[src/rtl/slv_i2c_reg_fsm_pkg.sv]
// Shared types and helpers for the I2C register-slave engine.
package slv_i2c_pkg;

  // One-hot protocol states. S_ACK is the ACK slot shared by pointer and
  // data bytes of a write; the address byte has its own slot (S_ADDR_ACK)
  // because it may have to branch into a read.
  typedef enum logic [8:0] {
    S_IDLE     = 9'h001,
    S_ADDR     = 9'h002,
    S_ADDR_ACK = 9'h004,
    S_REG      = 9'h008,
    S_WR       = 9'h010,
    S_RD       = 9'h020,
    S_RD_ACK   = 9'h040,
    S_WAIT     = 9'h080,
    S_ACK      = 9'h100
  } state_e;

  // Bit counter width: holds the value DATA_SZ.
  function automatic int cnt_w(input int dsz);
    return $clog2(dsz) + 1;
  endfunction

  // START: SDA falls while SCL is high.
  function automatic logic is_start(input logic fl_sda, input logic scl);
    return fl_sda & scl;
  endfunction

  // STOP: SDA rises while SCL is high.
  function automatic logic is_stop(input logic rs_sda, input logic scl);
    return rs_sda & scl;
  endfunction

endpackage

[src/rtl/slv_i2c_reg_fsm_if.sv]
// Bus bundle between the SCL/SDA edge detector, the slave engine and the
// register bank.
interface slv_i2c_reg_fsm_if #(
  parameter int DATA_SZ = 8,
  parameter int REG_AW  = 8
);
  logic               I_SCL;
  logic               I_SDA;
  logic               I_RS_SCL;
  logic               I_FL_SCL;
  logic               I_RS_SDA;
  logic               I_FL_SDA;
  logic [DATA_SZ-1:0] I_RD_DATA;
  logic               O_SDA;
  logic               O_BUSY;
  logic [REG_AW-1:0]  O_REG_ADDR;
  logic [DATA_SZ-1:0] O_WR_DATA;
  logic               O_WR_EN;
  logic               O_RD_REQ;
  logic               O_ACK_MSTR;
  logic               O_STOP;

  modport slave (
    input  I_SCL, I_SDA, I_RS_SCL, I_FL_SCL, I_RS_SDA, I_FL_SDA, I_RD_DATA,
    output O_SDA, O_BUSY, O_REG_ADDR, O_WR_DATA, O_WR_EN, O_RD_REQ,
           O_ACK_MSTR, O_STOP
  );

  modport master (
    output I_SCL, I_SDA, I_RS_SCL, I_FL_SCL, I_RS_SDA, I_FL_SDA, I_RD_DATA,
    input  O_SDA, O_BUSY, O_REG_ADDR, O_WR_DATA, O_WR_EN, O_RD_REQ,
           O_ACK_MSTR, O_STOP
  );
endinterface

[src/rtl/slv_i2c_reg_fsm_shift.sv]
// Byte shift register plus remaining-bit counter. The counter reloads to
// DATA_SZ on every completed byte, so it never reaches zero once a START
// has initialised it.
module slv_i2c_shift
  import slv_i2c_pkg::*;
#(
  parameter int DATA_SZ = 8
) (
  input  logic               CLK,
  input  logic               RST_n,
  input  logic               init_i,       // START: restart the bit count
  input  logic               load_i,       // load a byte to transmit
  input  logic               shift_in_i,   // sample sdi_i into the LSB
  input  logic               shift_out_i,  // advance to the next TX bit
  input  logic               sdi_i,
  input  logic [DATA_SZ-1:0] din_i,
  output logic [DATA_SZ-1:0] byte_o,       // byte including the bit on sdi_i
  output logic               sdo_nxt_o,    // TX bit that follows the MSB
  output logic               byte_done_o   // the next shift ends the byte
);
  localparam int            CW   = cnt_w(DATA_SZ);
  localparam logic [CW-1:0] FULL = CW'(DATA_SZ);

  logic [DATA_SZ-1:0] sr_q, sr_d;
  logic [CW-1:0]      cnt_q, cnt_d;
  logic               unused_msb;

  assign byte_done_o = (cnt_q == CW'(1));
  assign byte_o      = {sr_q[DATA_SZ-2:0], sdi_i};
  assign sdo_nxt_o   = sr_q[DATA_SZ-2];
  // The MSB is consumed straight from din_i when a byte is loaded.
  assign unused_msb  = sr_q[DATA_SZ-1];

  // Next shift-register and counter value.
  always_comb begin
    sr_d  = sr_q;
    cnt_d = cnt_q;
    if (init_i) begin
      cnt_d = FULL;
    end else if (load_i) begin
      sr_d  = din_i;
      cnt_d = FULL;
    end else if (shift_in_i || shift_out_i) begin
      sr_d  = {sr_q[DATA_SZ-2:0], shift_in_i & sdi_i};
      cnt_d = (cnt_q <= CW'(1)) ? FULL : cnt_q - CW'(1);
    end
  end

  // State registers.
  always_ff @(posedge CLK or negedge RST_n) begin
    if (!RST_n) begin
      sr_q  <= '0;
      cnt_q <= '0;
    end else begin
      sr_q  <= sr_d;
      cnt_q <= cnt_d;
    end
  end
endmodule

[src/rtl/slv_i2c_reg_fsm.sv]
// I2C slave protocol engine: address match, register pointer with optional
// auto-increment, burst read/write to a local register bank. START/STOP are
// honoured in every state and win over same-cycle SCL strobes.
module slv_i2c_reg_fsm
  import slv_i2c_pkg::*;
#(
  parameter int         DATA_SZ  = 8,
  parameter logic [6:0] SLV_ADDR = 7'h50,
  parameter int         REG_AW   = 8,
  parameter int         AUTO_INC = 1
) (
  input logic              CLK,
  input logic              RST_n,
  slv_i2c_reg_fsm_if.slave bus
);
  state_e             st_q, st_d;
  logic               rw_q, rw_d;
  logic               slot_q, slot_d;     // ACK slot: 0 = before drive, 1 = driving/acked
  logic               fromwr_q, fromwr_d; // slot belongs to a data byte
  logic               sda_q, sda_d;
  logic               busy_q, busy_d;
  logic [REG_AW-1:0]  ptr_q, ptr_d;
  logic [DATA_SZ-1:0] wdat_q, wdat_d;
  logic               wen_q, wen_d;
  logic               rreq_q, rreq_d;
  logic               ackm_q, ackm_d;
  logic               stop_q, stop_d;

  logic               sh_init, sh_load, sh_in, sh_out;
  logic [DATA_SZ-1:0] sh_byte;
  logic               sh_sdo_nxt, sh_last;
  logic               start_c, stop_c;

  assign start_c = is_start(bus.I_FL_SDA, bus.I_SCL);
  assign stop_c  = is_stop(bus.I_RS_SDA, bus.I_SCL);

  slv_i2c_shift #(.DATA_SZ(DATA_SZ)) u_shift (
    .CLK         (CLK),
    .RST_n       (RST_n),
    .init_i      (sh_init),
    .load_i      (sh_load),
    .shift_in_i  (sh_in),
    .shift_out_i (sh_out),
    .sdi_i       (bus.I_SDA),
    .din_i       (bus.I_RD_DATA),
    .byte_o      (sh_byte),
    .sdo_nxt_o   (sh_sdo_nxt),
    .byte_done_o (sh_last)
  );

  // Next state and registered outputs; bus conditions first.
  always_comb begin
    st_d     = st_q;
    rw_d     = rw_q;
    slot_d   = slot_q;
    fromwr_d = fromwr_q;
    sda_d    = sda_q;
    busy_d   = busy_q;
    ptr_d    = ptr_q;
    wdat_d   = wdat_q;
    wen_d    = 1'b0;
    rreq_d   = 1'b0;
    ackm_d   = ackm_q;
    stop_d   = 1'b0;
    sh_init  = 1'b0;
    sh_load  = 1'b0;
    sh_in    = 1'b0;
    sh_out   = 1'b0;

    if (start_c) begin
      st_d    = S_ADDR;
      sda_d   = 1'b1;
      busy_d  = 1'b1;
      slot_d  = 1'b0;
      sh_init = 1'b1;
    end else if (stop_c) begin
      st_d   = S_IDLE;
      sda_d  = 1'b1;
      busy_d = 1'b0;
      slot_d = 1'b0;
      stop_d = 1'b1;
    end else begin
      case (st_q)
        S_IDLE, S_WAIT: ;
        S_ADDR: if (bus.I_RS_SCL) begin
          sh_in = 1'b1;
          if (sh_last) begin
            if (sh_byte[7:1] == SLV_ADDR) begin
              st_d   = S_ADDR_ACK;
              rw_d   = sh_byte[0];
              rreq_d = sh_byte[0]; // data is fetched during the ACK slot
              slot_d = 1'b0;
            end else begin
              st_d = S_WAIT;
            end
          end
        end
        S_ADDR_ACK: if (bus.I_FL_SCL) begin
          if (!slot_q) begin
            sda_d  = 1'b0;
            slot_d = 1'b1;
          end else begin
            slot_d = 1'b0;
            if (rw_q) begin
              sh_load = 1'b1;
              sda_d   = bus.I_RD_DATA[DATA_SZ-1];
              st_d    = S_RD;
            end else begin
              sda_d = 1'b1;
              st_d  = S_REG;
            end
          end
        end
        S_REG: if (bus.I_RS_SCL) begin
          sh_in = 1'b1;
          if (sh_last) begin
            ptr_d    = sh_byte[REG_AW-1:0];
            fromwr_d = 1'b0;
            slot_d   = 1'b0;
            st_d     = S_ACK;
          end
        end
        S_WR: if (bus.I_RS_SCL) begin
          sh_in = 1'b1;
          if (sh_last) begin
            wdat_d   = sh_byte;
            wen_d    = 1'b1;
            fromwr_d = 1'b1;
            slot_d   = 1'b0;
            st_d     = S_ACK;
          end
        end
        S_ACK: if (bus.I_FL_SCL) begin
          if (!slot_q) begin
            sda_d  = 1'b0;
            slot_d = 1'b1;
          end else begin
            sda_d  = 1'b1;
            slot_d = 1'b0;
            st_d   = S_WR;
            // Bump only after the write strobe so it carries the old pointer.
            if (fromwr_q && (AUTO_INC != 0)) ptr_d = ptr_q + REG_AW'(1);
          end
        end
        S_RD: if (bus.I_FL_SCL) begin
          sh_out = 1'b1;
          if (sh_last) begin
            sda_d  = 1'b1;
            slot_d = 1'b0;
            st_d   = S_RD_ACK;
          end else begin
            sda_d = sh_sdo_nxt;
          end
        end
        S_RD_ACK: begin
          if (!slot_q) begin
            if (bus.I_RS_SCL) begin
              ackm_d = bus.I_SDA;
              if (!bus.I_SDA) begin
                slot_d = 1'b1;
                rreq_d = 1'b1;
                if (AUTO_INC != 0) ptr_d = ptr_q + REG_AW'(1);
              end else begin
                sda_d = 1'b1;
                st_d  = S_WAIT;
              end
            end
          end else if (bus.I_FL_SCL) begin
            sh_load = 1'b1;
            sda_d   = bus.I_RD_DATA[DATA_SZ-1];
            slot_d  = 1'b0;
            st_d    = S_RD;
          end
        end
        default: begin
          st_d  = S_IDLE;
          sda_d = 1'b1;
        end
      endcase
    end
  end

  // State and output registers; reset releases SDA immediately.
  always_ff @(posedge CLK or negedge RST_n) begin
    if (!RST_n) begin
      st_q     <= S_IDLE;
      rw_q     <= 1'b0;
      slot_q   <= 1'b0;
      fromwr_q <= 1'b0;
      sda_q    <= 1'b1;
      busy_q   <= 1'b0;
      ptr_q    <= '0;
      wdat_q   <= '0;
      wen_q    <= 1'b0;
      rreq_q   <= 1'b0;
      ackm_q   <= 1'b0;
      stop_q   <= 1'b0;
    end else begin
      st_q     <= st_d;
      rw_q     <= rw_d;
      slot_q   <= slot_d;
      fromwr_q <= fromwr_d;
      sda_q    <= sda_d;
      busy_q   <= busy_d;
      ptr_q    <= ptr_d;
      wdat_q   <= wdat_d;
      wen_q    <= wen_d;
      rreq_q   <= rreq_d;
      ackm_q   <= ackm_d;
      stop_q   <= stop_d;
    end
  end

  assign bus.O_SDA      = sda_q;
  assign bus.O_BUSY     = busy_q;
  assign bus.O_REG_ADDR = ptr_q;
  assign bus.O_WR_DATA  = wdat_q;
  assign bus.O_WR_EN    = wen_q;
  assign bus.O_RD_REQ   = rreq_q;
  assign bus.O_ACK_MSTR = ackm_q;
  assign bus.O_STOP     = stop_q;
endmodule

[src/flat_wrapper.sv]
// flat-port wrapper written by rule: the top's interface ports become plain ports
module slv_i2c_reg_fsm_flat import slv_i2c_pkg::*;
#(
  parameter int         DATA_SZ  = 8,
  parameter logic [6:0] SLV_ADDR = 7'h50,
  parameter int         REG_AW   = 8,
  parameter int         AUTO_INC = 1
)
  (CLK, RST_n, bus_I_SCL, bus_I_SDA, bus_I_RS_SCL, bus_I_FL_SCL, bus_I_RS_SDA, bus_I_FL_SDA, bus_I_RD_DATA, bus_O_SDA, bus_O_BUSY, bus_O_REG_ADDR, bus_O_WR_DATA, bus_O_WR_EN, bus_O_RD_REQ, bus_O_ACK_MSTR, bus_O_STOP);
  slv_i2c_reg_fsm_if #(.DATA_SZ(DATA_SZ), .REG_AW(REG_AW)) bus_i ();
  input logic CLK;
  input logic RST_n;
  input wire logic [$bits(bus_i.I_SCL)-1:0] bus_I_SCL;
  input wire logic [$bits(bus_i.I_SDA)-1:0] bus_I_SDA;
  input wire logic [$bits(bus_i.I_RS_SCL)-1:0] bus_I_RS_SCL;
  input wire logic [$bits(bus_i.I_FL_SCL)-1:0] bus_I_FL_SCL;
  input wire logic [$bits(bus_i.I_RS_SDA)-1:0] bus_I_RS_SDA;
  input wire logic [$bits(bus_i.I_FL_SDA)-1:0] bus_I_FL_SDA;
  input wire logic [$bits(bus_i.I_RD_DATA)-1:0] bus_I_RD_DATA;
  output wire logic [$bits(bus_i.O_SDA)-1:0] bus_O_SDA;
  output wire logic [$bits(bus_i.O_BUSY)-1:0] bus_O_BUSY;
  output wire logic [$bits(bus_i.O_REG_ADDR)-1:0] bus_O_REG_ADDR;
  output wire logic [$bits(bus_i.O_WR_DATA)-1:0] bus_O_WR_DATA;
  output wire logic [$bits(bus_i.O_WR_EN)-1:0] bus_O_WR_EN;
  output wire logic [$bits(bus_i.O_RD_REQ)-1:0] bus_O_RD_REQ;
  output wire logic [$bits(bus_i.O_ACK_MSTR)-1:0] bus_O_ACK_MSTR;
  output wire logic [$bits(bus_i.O_STOP)-1:0] bus_O_STOP;
  assign bus_i.I_SCL = bus_I_SCL;
  assign bus_i.I_SDA = bus_I_SDA;
  assign bus_i.I_RS_SCL = bus_I_RS_SCL;
  assign bus_i.I_FL_SCL = bus_I_FL_SCL;
  assign bus_i.I_RS_SDA = bus_I_RS_SDA;
  assign bus_i.I_FL_SDA = bus_I_FL_SDA;
  assign bus_i.I_RD_DATA = bus_I_RD_DATA;
  assign bus_O_SDA = bus_i.O_SDA;
  assign bus_O_BUSY = bus_i.O_BUSY;
  assign bus_O_REG_ADDR = bus_i.O_REG_ADDR;
  assign bus_O_WR_DATA = bus_i.O_WR_DATA;
  assign bus_O_WR_EN = bus_i.O_WR_EN;
  assign bus_O_RD_REQ = bus_i.O_RD_REQ;
  assign bus_O_ACK_MSTR = bus_i.O_ACK_MSTR;
  assign bus_O_STOP = bus_i.O_STOP;
  slv_i2c_reg_fsm #(.DATA_SZ(DATA_SZ), .SLV_ADDR(SLV_ADDR), .REG_AW(REG_AW), .AUTO_INC(AUTO_INC)) u_core (.CLK(CLK), .RST_n(RST_n), .bus(bus_i));
endmodule
[config.mk]
export PLATFORM = sky130hd
export DESIGN_NAME = slv_i2c_reg_fsm_flat
export DESIGN_NICKNAME = d
export VERILOG_FILES = /design/src/rtl/slv_i2c_reg_fsm_pkg.sv /design/src/rtl/slv_i2c_reg_fsm_if.sv /design/src/rtl/slv_i2c_reg_fsm_shift.sv /design/src/rtl/slv_i2c_reg_fsm.sv /design/src/flat_wrapper.sv
export SDC_FILE = /design/constraint.sdc
export NUM_CORES = 1
export LEC_CHECK = 0
export ABC_AREA = 1
export BUFFER_PORTS_ARGS = -buffer_cell sky130_fd_sc_hd__buf_2
export CAP_MARGIN = 20
export CELL_PAD_IN_SITES_DETAIL_PLACEMENT = 1
export CELL_PAD_IN_SITES_GLOBAL_PLACEMENT = 1
export CORE_MARGIN = 2
export CORE_UTILIZATION = 35
export CTS_CLUSTER_DIAMETER = 80
export DETAILED_ROUTE_END_ITERATION = 6
export GPL_ROUTABILITY_DRIVEN = 0
export PLACE_DENSITY_LB_ADDON = 0.1
export REMOVE_ABC_BUFFERS = 1
export SETUP_SLACK_MARGIN = 0.1
export SYNTH_ARGS = -nofsm -noshare
export SYNTH_HDL_FRONTEND = slang
export SYNTH_HIERARCHICAL = 1
export SYNTH_SLANG_ARGS = --single-unit
[constraint.sdc]
create_clock -name CLK -period 4.8 [get_ports CLK]
set_input_delay 0 -clock CLK [delete_from_list [all_inputs] [get_ports CLK]]
set_output_delay 0 -clock CLK [all_outputs]
set_load 0.005 [all_outputs]
==> results_dict.tcl, run 1 <==
set metrics [dict create \
    status "finished clean" \
    layout-drive-gt1-share 0.211 \
    syn_area_mm2 0.00317 \
    setup_tns_ns 0 \
    cts_buffers 5 \
    worstPathRequired_ns 5.01 \
    p_leak_nw 1.99 \
    rsz0062_at_grt "no" \
    synth-xor-area-share 0.0138 \
    grtUsageTotal 0.210 \
    synthFlopType "dfrtp_1" \
    max_slew_margin 0.412 \
    io_buffers 37 \
    synth_simple_gate_area_frac 0.423 \
    async_flop_share 1.00 \
    cp-start-kind "flip-flop" \
    num_vias 3133 \
    root_buffer "clkbuf_8" \
    postRouteAntennaNets 0 \
    grt_pass1_wl_um 16400 \
    dp_slack_ns 2.30 \
    setup_violations 0 \
    post_cts_buffers 0 \
    avgSynthCellArea_um2 6.95 \
    setup_ws_ns 2.32 \
    r2r_end "u_core/bus.O_REG_ADDR[1]" \
    core-area_mm2 0.00876 \
    post-route-period-util 0.517 \
    reg2reg_from "u_core/u_shift/cnt_q[1]" \
    synth_largest_area_cell "dfrtp_1" \
    synthMostInstantiatedCell "nand2_1" \
    die_x_um 99.1 \
    synth_area_leaders "dfrtp_1, nand2_1, nand3_1" \
    routed_via_density 5.17 \
    synthMuxAreaShare 0.00632 \
    final_util 0.409 \
    drt-total-wl_um 9820 \
    h-tree-depth 2 \
    synth_top_area_share 0.340 \
    hpwl_um 7760 \
    yosysWarnings 6 \
    drt_iter0_markers 137 \
    overflow 0 \
    postCtsHoldBufs 5 \
    arrival_ns 2.69 \
    peakVddDrop_mv 0.111 \
    worstSetupPathType "reg2reg" \
    firstDrtPassIters 4 \
    synth_fa_ha_area_frac 0.0118 \
    rrSetupSlack_ns 2.32 \
    fin_cells 606 \
    clock_path_buffers 2 \
    endpoint_kind "flip-flop" \
    synth_top_family_by_area "simple AND/OR/NAND/NOR gates" \
    final_nets 516 \
    slew_viol_final 0 \
    drcViolationCount 0 \
    hold_path.class "in2reg" \
    num_rows 34 \
    synth_compound_area_frac 0.101 \
    die_h_um 99.1 \
    synth_edf_count 0 \
    period_minus_slack_ns 2.48 \
    syn_inst 456 \
    synth.distinct_cells 40 \
    p_per_area_mw_per_mm2 271 \
    cts_tree "done" \
    cp_max_fo 12 \
    routedWlPerCell_um 16.2 \
    cp-endpoint "u_core/bus.O_REG_ADDR[1]" \
    finalHoldViolCount 0 \
    cts_resized 0 \
    area_growth_pct 13.2 \
    synth.top_cells.by_count "nand2_1, nor2_1, dfrtp_1" \
    worstSkewPairLatency_ns 0.31 \
    antenna_cells 0 \
    worst_pin_slew_ns 0.876 \
    grt_pass1_vias 3185 \
    path_clk_slew_ns 0.10 \
    grt_max_degree 46 \
    max_freq_mhz 403 \
    startpoint "u_core/u_shift/cnt_q[1]" \
    place_inst 592 \
    ys_ff_latch 45 \
    seq_area_frac_synth 0.356 \
    cap_viol_max_count 0 \
    p_total_uw 973 \
    start_util 0.362 \
    fin_skew_ns 0.00797 \
    top_level_ports 38 \
    rr_worst_depth 13 \
    min-delay-start "bus_I_RD_DATA[2]" \
    cts_sinks 45 \
    fp.dieArea_mm2 0.00983 \
    antenna_found_initial 0 \
]
## layout by cell type (no fill, tap or decap), types with 2 or more instances in the layout
master / count
nand2_2: 10
a21oi_1: 7
dfrtp_1: 43
inv_2: 11
nand3_2: 2
nand3_1: 40
nor2_4: 6
o21ai_2: 8
inv_6: 2
ha_1: 3
o21ai_1: 9
nand2_1: 143
buf_2: 37
nand2_4: 6
clkbuf_8: 5
xor2_1: 4
clkinv_1: 2
o2111ai_1: 2
o21ai_0: 27
mux2i_1: 2
nor3_1: 5
nor2_1: 44
or2_2: 6
nor2_2: 3
nand4_1: 11
dlygate4sd3_1: 5
dfstp_2: 2
inv_1: 40
## worst min-delay path by stage
stage | to | slack (ns) | cells past startpoint
after floorplan | u_core/bus.O_ACK_MSTR | -0.30 | 0
after global placement | u_core/bus.O_STOP | 0.17 | 2
after detailed placement | u_core/bus.O_STOP | 0.17 | 2
after CTS | u_core/u_shift/sr_q[2] | 0.01 | 3
after global routing | u_core/u_shift/sr_q[3] | 0.02 | 3
final | u_core/u_shift/sr_q[2] | 0.01 | 3
## sequential cells by signal, summed over array words and instances, names as in the netlist, 4 cells and up
name	flops
u_core/u_shift/cnt_q	4
u_core/st_q	9
u_core/bus.O_REG_ADDR	8
u_core/u_shift/sr_q	7
u_core/bus.O_WR_DATA	8
## layer usage
layer / vias up / GRT usage / part of all wire
met5: - / 0 / 0
met4: 0 / 0.0664 / 0.019
met3: 16 / 0.0288 / 0.033
met2: 60 / 0.338 / 0.47
met1: 1510 / 0.292 / 0.48
li1: 1547 / - / -
## critical path, stage by stage (launching register included)
cell,delay [ns]
dfrtp_1,0.40
inv_1,0.08
ha_1,0.13
inv_1,0.05
nor3_1,0.67
inv_1,0.23
nand2_1,0.13
o21ai_1,0.06
inv_1,0.07
nand2_2,0.08
nor2_8,0.24
inv_2,0.11
nand2_1,0.07
o21ai_1,0.06
## final cells by class
| type | count | area, um^2 |
|---|---|---|
| Clock buffer | 5 | 68.8 |
| Timing Repair Buffer | 43 | 255 |
| Clock inverter | 3 | 25.0 |
| Tap cell | 108 | 135 |
| Sequential cell | 45 | 1130 |
| Fill cell | 1157 | 5180 |
| Inverter | 55 | 214 |
| Multi-Input combinational cell | 347 | 1760 |
## kinds of logic after synthesis
group           count (synthesis)
simple gates                  282
xor+xnor                        5
mux                             2
buf+inv                        64
flops                          45
fa+ha+maj                       3
compound gates                 55
## where the power goes
group	switching (mW)	total [mW]	internal, mW
registers	0.0280	0.437	0.409
clock network	0.152	0.258	0.105
logic	0.188	0.279	0.0914
total	0.368	0.973	0.606
## through the flow
step / hold WS (ns) / cell area, um^2
floorplan: -0.296 / 3100
global placement: 0.169 / 3420
detailed placement: 0.171 / 3420
CTS: 0.0112 / 3570
global route: 0.0244 / 3590
finish: 0.0122 / 3590
Power figures use the tool's default switching activity.
==> run 2, diff against run 1 <==
==> constraint.sdc (replaced) <==
create_clock -name CLK -period 2.4 [get_ports CLK]
set_input_delay 0 -clock CLK [delete_from_list [all_inputs] [get_ports CLK]]
set_output_delay 0 -clock CLK [all_outputs]
set_load 0.005 [all_outputs]
==> results_dict.tcl, run 2 (synthesis gave the netlist of run 1 again) <==
set metrics [dict create \
    status "finished clean" \
    layout-drive-gt1-share 0.218 \
    finalHoldViolCount 0 \
    crit_buf_inv 2 \
    path_clk_slew_ns 0.09 \
    cts_tree "done" \
    slew_viol_final 0 \
    die_x_um 99.1 \
    final_util 0.410 \
    post-route-period-util 0.886 \
    root_buffer "clkbuf_8" \
    worstSetupPathType "reg2reg" \
    worstPathRequired_ns 2.58 \
    final_common_cell "nand2_1" \
    die_h_um 99.1 \
    postRouteAntennaNets 0 \
    endpoint_kind "flip-flop" \
    p_per_area_mw_per_mm2 539 \
    hpwl_um 7620 \
    cts_buffers 5 \
    drt_iter0_markers 147 \
    area_growth_pct 13.3 \
    worstPathCellList "nor2_4 -> nand2_4 -> inv_2 -> nand3_2 -> nand2_2 -> o21ai_1 -> or2_1 -> inv_1 -> nor2_1 -> nand2_2 -> nand2_4 -> nand2_1 -> o21ai_0" \
    max_freq_mhz 470 \
    largest_reg_flops 9 \
    num_rows 34 \
    drt-total-wl_um 9660 \
    fin_skew_ns 0.0109 \
    place_inst 596 \
    grtUsageTotal 0.204 \
    antenna_found_initial 0 \
    setup_violations 0 \
    rsz0062_at_grt "no" \
    crit_family "simple AND/OR/NAND/NOR gates" \
    routedWlPerCell_um 15.9 \
    grt_pass1_vias 3083 \
    p_leak_nw 2.00 \
    final_nets 517 \
    grt_max_degree 29 \
    grt_pass1_wl_um 16000 \
    fp.dieArea_mm2 0.00983 \
    core-area_mm2 0.00876 \
    routed_via_density 5.01 \
    period_minus_slack_ns 2.13 \
    top_register "u_core/st_q" \
    slowest_delay_ns 0.45 \
    peakVddDrop_mv 0.217 \
    arrival_ns 2.30 \
    cp-start-kind "flip-flop" \
    cts_sinks 45 \
    io_buffers 37 \
    firstDrtPassIters 4 \
    h-tree-depth 2 \
    layout_common_cells "nand2_1, nor2_1, dfrtp_1, inv_1, nand3_1" \
    worstSkewPairLatency_ns 0.30 \
    post_cts_buffers 0 \
    start_util 0.362 \
    fin_cells 607 \
    cap_viol_max_count 0 \
    clock_path_buffers 2 \
    worst_pin_slew_ns 0.545 \
    setup_tns_ns 0 \
    cp_max_fo 13 \
    hold_path.class "in2reg" \
    crit_slowest_cell "dfrtp_1" \
    p_total_mw 1.94 \
    max_slew_margin 0.636 \
    drcViolationCount 0 \
    num_vias 3041 \
    overflow 0 \
    top_level_ports 38 \
    antenna_cells 0 \
]
-- run 2: cell type report --
type | count | area, um^2
Clock buffer | 5 | 68.8
Clock inverter | 3 | 22.5
Fill cell | 1172 | 5170
Inverter | 55 | 214
Multi-Input combinational cell | 347 | 1780
Sequential cell | 45 | 1130
Tap cell | 108 | 135
Timing Repair Buffer | 44 | 245
-- run 2: tightest hold or removal path, stage by stage --
cell     delay [ns]
buf_2          0.08
o21ai_0        0.10
o21ai_2        0.11
-- run 2: routing by layer --
layer / track usage / share of wire
met1: 0.296 / 0.49
met2: 0.333 / 0.47
met3: 0.0239 / 0.034
met4: 0.0358 / 0.0054
met5: 0 / 0
-- run 2: worst paths after layout --
kind,slack [ns],depth (start not counted),startpoint,endpoint
setup / recovery,0.27,13,u_core/st_q[3],u_core/u_shift/sr_q[1]
hold / removal,0.01,3,bus_I_RD_DATA[4],u_core/u_shift/sr_q[4]
setup reg to reg,0.27,13,u_core/st_q[3],u_core/u_shift/sr_q[1]
hold reg to reg,0.48,2,u_core/bus.O_BUSY,u_core/bus.O_BUSY
max in group asynchronous,1.46,3,RST_n,u_core/bus.O_SDA
min in group asynchronous,0.17,2,RST_n,u_core/st_q[2]
-- run 2: through the flow --
step	hold WS [ns]	setup slack, ns	area [um^2]
4_1_cts	0.0119	0.169	3570
3_5_place_dp	-0.0194	0.202	3450
3_3_place_gp	-0.0254	0.301	3450
5_1_grt	0.0268	0.117	3590
2_1_floorplan	-0.296	0.471	3100
6_report	0.0128	0.274	3590
-- run 2: timing repair --
action,4_1_cts,5_1_grt
hold buffers,3,0
endpoints found under the hold margin,19,0
setup endpoints to repair,0,11
gates resized for setup,0,3
-- run 2: report_power, final --
part | switching, mW | internal [mW] | leakage [nW]
Clock | 0.286 | 0.207 | 0.0481
Combinational | 0.385 | 0.188 | 1.34
Sequential | 0.0519 | 0.817 | 0.613
Total | 0.723 | 1.21 | 2.00
